===== src/rtl/fir_tap_sequencer.sv =====
// Time-multiplexed FIR controller: one shared signed MAC walks N_TAPS taps per
// accepted sample, with a run-time-writable coefficient bank and valid/ready input.
module fir_tap_sequencer #(
  parameter int N_TAPS  = 4,
  parameter int BW_in   = 2,
  parameter int BW_coef = 2,
  parameter int BW_acc  = 6,
  parameter int BW_out  = 3
) (
  input  logic                        clk,
  input  logic                        reset,
  input  logic signed [BW_in-1:0]     x_in,
  input  logic                        x_valid,
  output logic                        x_ready,
  input  logic                        cfg_we,
  input  logic [$clog2(N_TAPS)-1:0]   cfg_addr,
  input  logic signed [BW_coef-1:0]   cfg_data,
  output logic signed [BW_out-1:0]    y_out,
  output logic                        y_valid,
  output logic                        busy
);

  localparam int AW = $clog2(N_TAPS);
  localparam int PW = BW_in + BW_coef;

  typedef enum logic [1:0] {IDLE, MAC, DONE} state_t;

  state_t                    state;
  logic [AW-1:0]             k;
  logic signed [BW_acc-1:0]  acc;
  logic signed [BW_in-1:0]   xd   [N_TAPS];
  logic signed [BW_coef-1:0] coef [N_TAPS];
  logic signed [PW-1:0]      prod;
  logic signed [BW_acc-1:0]  prod_ext;

  // Operands widened to the full product width before multiplying so the
  // signed product never overflows; then sign-extended into the accumulator.
  always_comb begin
    prod     = PW'(coef[k]) * PW'(xd[k]);
    prod_ext = BW_acc'(prod);
  end

  always_ff @(posedge clk) begin
    if (reset) begin
      state   <= IDLE;
      x_ready <= 1'b1;
      busy    <= 1'b0;
      y_valid <= 1'b0;
      y_out   <= '0;
      acc     <= '0;
      k       <= '0;
      for (int unsigned i = 0; i < N_TAPS; i++) begin
        xd[i]   <= '0;
        coef[i] <= '0;
      end
      // Power-up response y[n] = x[n-1] - x[n]
      coef[0] <= '1;
      coef[1] <= BW_coef'(1);
    end else begin
      y_valid <= 1'b0;
      case (state)
        IDLE: begin
          if (cfg_we && (int'(cfg_addr) < N_TAPS))
            coef[cfg_addr] <= cfg_data;
          if (x_valid) begin
            xd[0] <= x_in;
            for (int unsigned i = 1; i < N_TAPS; i++)
              xd[i] <= xd[i-1];
            acc     <= '0;
            k       <= '0;
            state   <= MAC;
            x_ready <= 1'b0;
            busy    <= 1'b1;
          end
        end
        MAC: begin
          acc <= acc + prod_ext;
          k   <= k + 1'b1;
          if (k == AW'(N_TAPS - 1))
            state <= DONE;
        end
        DONE: begin
          y_out   <= acc[BW_acc-1 -: BW_out];
          y_valid <= 1'b1;
          state   <= IDLE;
          x_ready <= 1'b1;
          busy    <= 1'b0;
        end
        default: state <= IDLE;
      endcase
    end
  end

endmodule


===== config.mk =====
export PLATFORM = sky130hd
export DESIGN_NAME = fir_tap_sequencer
export DESIGN_NICKNAME = d
export VERILOG_FILES = /design/src/rtl/fir_tap_sequencer.sv
export SDC_FILE = /design/constraint.sdc
export NUM_CORES = 1
export LEC_CHECK = 0
export CORE_UTILIZATION = 40
export DETAILED_ROUTE_END_ITERATION = 16
export GPL_ROUTABILITY_DRIVEN = 0
export PLACE_DENSITY_LB_ADDON = 0.2
export RECOVER_POWER = 100
export SLEW_MARGIN = 5
export SYNTH_ARGS = -nofsm -noshare
export SYNTH_HDL_FRONTEND = slang
export SYNTH_SLANG_ARGS = --single-unit

===== constraint.sdc =====
create_clock -name clk -period 3.4 [get_ports clk]
set_input_delay 1.02 -clock clk [delete_from_list [all_inputs] [get_ports clk]]
set_output_delay 1.02 -clock clk [all_outputs]
set_load 0.01 [all_outputs]

; ---- Word-level counts from Yosys, hierarchy flattened
; Memories as Yosys holds them, arrays and structs flattened. A register that Yosys moved wholly into a read port is not among the register bits.
; Index checks and enable logic that the tools add are counted.
[word_totals]
register_bits = 16
mem_bits_rw = 16
in_bits = 10
wordCells = 65
mem_count = 2
[classes]
addsub = 2
mul = 1
eq_ne = 5
mux = 35
n_bitwise = 6
n_reduce_logical = 7
[memory_table]
columns = name, words, width, rd, rd_clocked_by_memory_dff, wr, line_no
row1 = coef, 4, 2, 1, 1, 4, 32  ; logic signed [BW_coef-1:0] coef [N_TAPS];
row2 = xd, 4, 2, 4, 1, 4, 31  ; logic signed [BW_in-1:0] xd [N_TAPS];
[op_table]
columns = cell, count
row1 = 2-bit 2-to-1 mux, 15
row2 = 1-bit 2-to-1 mux, 14
row3 = 6-bit one-hot mux with 2 select lines, 1
row4 = 2-bit one-hot mux with 2 select lines, 2
row5 = 6-bit by 4-bit adder with 6-bit output, 1
row6 = 6-bit 2-to-1 mux, 1
row7 = 1-bit bitwise OR, 6
row8 = 2-bit AND reduction, 3
row9 = 2-bit == test (second input constant), 2
row10 = 2-bit by 2-bit multiplier with 4-bit output, 1
row11 = 2-bit inequality test (second input constant), 2
row12 = 1-bit one-hot mux with 2 select lines, 2
row13 = 2-bit nonzero test, 2
row14 = 2-bit by 1-bit adder with 2-bit output (second input constant), 1
row15 = 2-bit by 1-bit == test with 1-bit output (second input constant), 1
row16 = 2-bit zero test, 1
row17 = 2-bit OR reduction, 1

; ---- Longest topological paths before layout
; Gate-level depths: netlist of the first run.
[depth]
ltp_word = 6
ltp_mapped = 9

; ---- Worst setup path after synthesis of the first run
; No wires, ideal clock.
[synth_path]
path_type = register to register
start = register with a tool-made name
end = register acc[4]
setup_time_ns = 0.128
t_arrival_ns = 2.744
path_slack_ns = 0.529
path_stages_with_launch = 10
n_path_buf = 0
period_less_slack_ns = 2.871
cell_sequence = dfxtp_1 > mux4_1 > and2_2 > fa_1 > fa_1 > a21o_1 > a21oi_1 > xnor2_1 > a22oi_1 > nor2_1
[synth_rtl]
columns = item, line_no
row1 = "end signal, assigned", 77  ; acc <= acc + prod_ext;
row2 = "end, declared", 30  ; logic signed [BW_acc-1:0] acc;

==> out/results.ini, run 1 <==
[detailed_routing]
drcViolationCount = 0
ant_nets = 0
vias = 1103
routed_wl_um = 2950
drt-pass1-iter-count = 4
first_iter_violations = 73
via_per_inst = 5.28
wl_per_cell_um = 14.1

[clock_network]
clock_path_buffers = 2
cts_tree = yes
cts_max_level = 2
postCtsSetupRepairBufs = 0
numCtsBuffers = 5
cts_hold_buf = 0
clock_sinks = 34
cts_resized = 0
clk_root_buffer_cell = clkbuf_8
clk_latency_ns = 0.28
clkTransAtPathRegs_ns = 0.07

[pwr]
power_frac_comb_pct = 17.0
leakage_uw = 0.000798
seq_power_share_pct = 50.6
powerDensity_mw_per_mm2 = 488
clkPwrFrac_pct = 32.4
swShare_pct = 25.2
finalPower_uw = 933
internal_power_uw = 699
peakVddDrop_mv = 0.219
p_switching_uw = 235

[grt]
antenna_found_initial = 0
grt.total_usage_pct = 16.2
grt_pass1_wl_um = 5100
grt_pass1_vias = 1124
grt.overflow.total = 0
grt_max_degree = 21

[critical_path]
crit_arrival_ns = 3.29
startpoint_type = register
critPathCaptureType = register
worstPathRequired_ns = 3.57
critPathKind = reg2reg
cp_max_fo = 5

[sta]
rsz0062_at_grt = no
finalHoldViolCount = 0
maxSlewHeadroom_pct = 40.8
skew_ns = 0.00380
maxSlewViolCount = 0
worst_slew_pin_slew_ns = 0.888
finalSetupViolCount = 0
post-route-min-period_ns = 3.12
finalSetupTns_ns = 0
fin_crit_sh_pct = 91.7
fmax_mhz = 321

[final_layout]
drive_above_1_share_pct = 7.45
final_area_mm2 = 0.00191
nFillCells = 341
num_antenna_cells = 0
final_cells = 209
nNetsFinal = 181
syn2layout_area_growth_pct = 17.0

[synth]
ys_types = 34
ys_seq_area_share_pct = 51.5
avgSynthCellArea_um2 = 11.4
ys_ff_latch = 34
syn_area_mm2 = 0.00163
syn_inst = 143
ys_warn_count = 0
synth_nets = 164

[die]
die_w_um = 65.9
die_y_um = 65.9
io_pins = 16
start_util_pct = 43.0
dieArea_mm2 = 0.00434
rows = 22
core-area_mm2 = 0.00380

[place]
hpwl_um = 2210
detailed_place.area_mm2 = 0.00183
numPortBuffers = 15
placed_cells = 201

[hold_path]
hold_path_class = reg2reg

[run_status]
outcome = finished, final reports clean

[run]
max_cap_viol_count = 0

sequential cells by signal, summed over array words and instances, names as in the netlist, named ones only:
name,cells
coef,8
xd,8
acc,6
y_out,3
k,2
state,2
busy,1
x_ready,1
y_valid,1
worst max-delay path, stage by stage (launching register included):
cell and delay, ns:
dfxtp_1 0.45, mux4_1 0.63, mux2_1 0.42, ha_1 0.31
ha_1 0.37, a21o_1 0.22, a311oi_1 0.28, o21bai_1 0.11
xnor2_1 0.14, o21ai_0 0.08
cell type report:
class	count	area [um^2]	share of cell area [%]
Timing Repair Buffer	17	158	8.25
Clock buffer	8	90.1	4.71
Multi-Input combinational cell	98	748	39.1
Sequential cell	34	841	44.0
Tap cell	48	60.1	3.14
Inverter	4	15.0	0.785
placed cells by master, fill, tap and decap left out, drive strengths merged, types with 3 or more instances in the layout:
master and count:
and3 10, inv 4, nand2b 5, o21ai 3, ha 9, nor2 15
xnor2 5, clkdlybuf4s50 7, a21oi 4, dfxtp 18, dlygate4sd3 8, mux4 4
a21o 4, edfxtp 16, nand2 11, nor2b 3, a22oi 6, clkbuf 10
cells in the mapped netlist, drive strengths merged:
cell type   n  area (um^2)
mux2        1         15.0
xor2        1         8.76
a21o        4         30.0
a31oi       1         6.26
mux2i       1         10.0
a211oi      1         7.51
a211o       1         8.76
nor2b       3         18.8
a22oi       6         45.0
inv         4         15.0
mux4        4         97.6
and2        2         15.0
nand2b      5         31.3
a21oi       4         20.0
nand4       1         6.26
dfxtp      18          360
a311oi      1         8.76
o21bai      2         15.0
or2         1         6.26
nand2      11         41.3
nand3b      1         7.51
o21ai       3         15.0
clkbuf      7         26.3
nand3       1         5.00
fa          2         40.0
and3       10         62.6
nor3        2         10.0
nor2       15         56.3
edfxtp     16          480
xnor2       5         51.3
ha          9          113
per-layer routing:
layer	part of all wire, %	vias to the layer above	track usage (%)	routed length [um]
met5	0	-	0	0
met4	1.9	0	7.61	55
met3	2.9	7	5.17	86
met2	50	14	26.7	1460
met1	46	534	19.0	1340
li1	-	548	-	-
per-stage QoR:
step / hold WS, ns / setup slack [ns] / util, %
final: 0.457 / 0.281 / 50.3
after global routing: 0.497 / 0.120 / 50.3
after CTS: 0.465 / 0.358 / 50.6
after detailed placement: 0.452 / 0.368 / 48.3
after global placement: 0.443 / 0.462 / 48.3
after floorplan: 0.450 / 0.529 / -
power by group through the flow:
stage	logic, uW	clock network (uW)	registers [uW]
after detailed placement	165	0	482
after global routing	178	337	476
after CTS	166	314	473
final	159	302	472
after global placement	159	0	481
after floorplan	123	0	477
path summary, 6_finish.rpt:
check | slack [ns] | start | endpoint | cells past startpoint
max | 0.28 | register | acc[5] | 9
min | 0.46 | y_out[1] | y_out[1] | 2
min reg2reg | 0.46 | y_out[1] | y_out[1] | 2
max reg2reg | 0.28 | register | acc[5] | 9
kinds of logic (layout without fill, tap and decap cells):
kind of cell	Yosys count	count (layout)	share of synthesized area, %
AO/OA/AOI/OAI	23	23	9.57
AND/OR/NAND/NOR	52	52	15.9
buffers and inverters	11	29	2.53
flip-flops	34	34	51.5
XOR/XNOR	6	6	3.68
adder cells (fa/ha/maj)	11	11	9.34
multiplexers	6	6	7.50
Note: power is estimated with default switching activity, not from simulation.
==> run 2: changes to the inputs <==
- clock period: 3.4 -> 3.6 ns (I/O delays scaled with it)
==> results of run 2 <==
The final DEF is identical to that of run 1. Status: finished, final reports clean.
Among the figures that moved: setup slack after placement 0.368 ns -> 0.568 ns; setup slack after layout 0.281 ns -> 0.481 ns; register-to-register setup slack 0.28 ns -> 0.48 ns; total power 933 uW -> 882 uW; worst IR drop on VDD 0.219 mV -> 0.206 mV
==> run 3: changes to the inputs <==
- CTS_CLUSTER_SIZE: not set -> 24
- HOLD_SLACK_MARGIN: not set -> 0.1
==> results of run 3 <==
The final DEF is identical to that of run 1. Status: finished, final reports clean.
Among the figures that moved: setup slack after placement 0.368 ns -> 0.568 ns; setup slack after layout 0.281 ns -> 0.481 ns; register-to-register setup slack 0.28 ns -> 0.48 ns; total power 933 uW -> 882 uW; worst IR drop on VDD 0.219 mV -> 0.206 mV
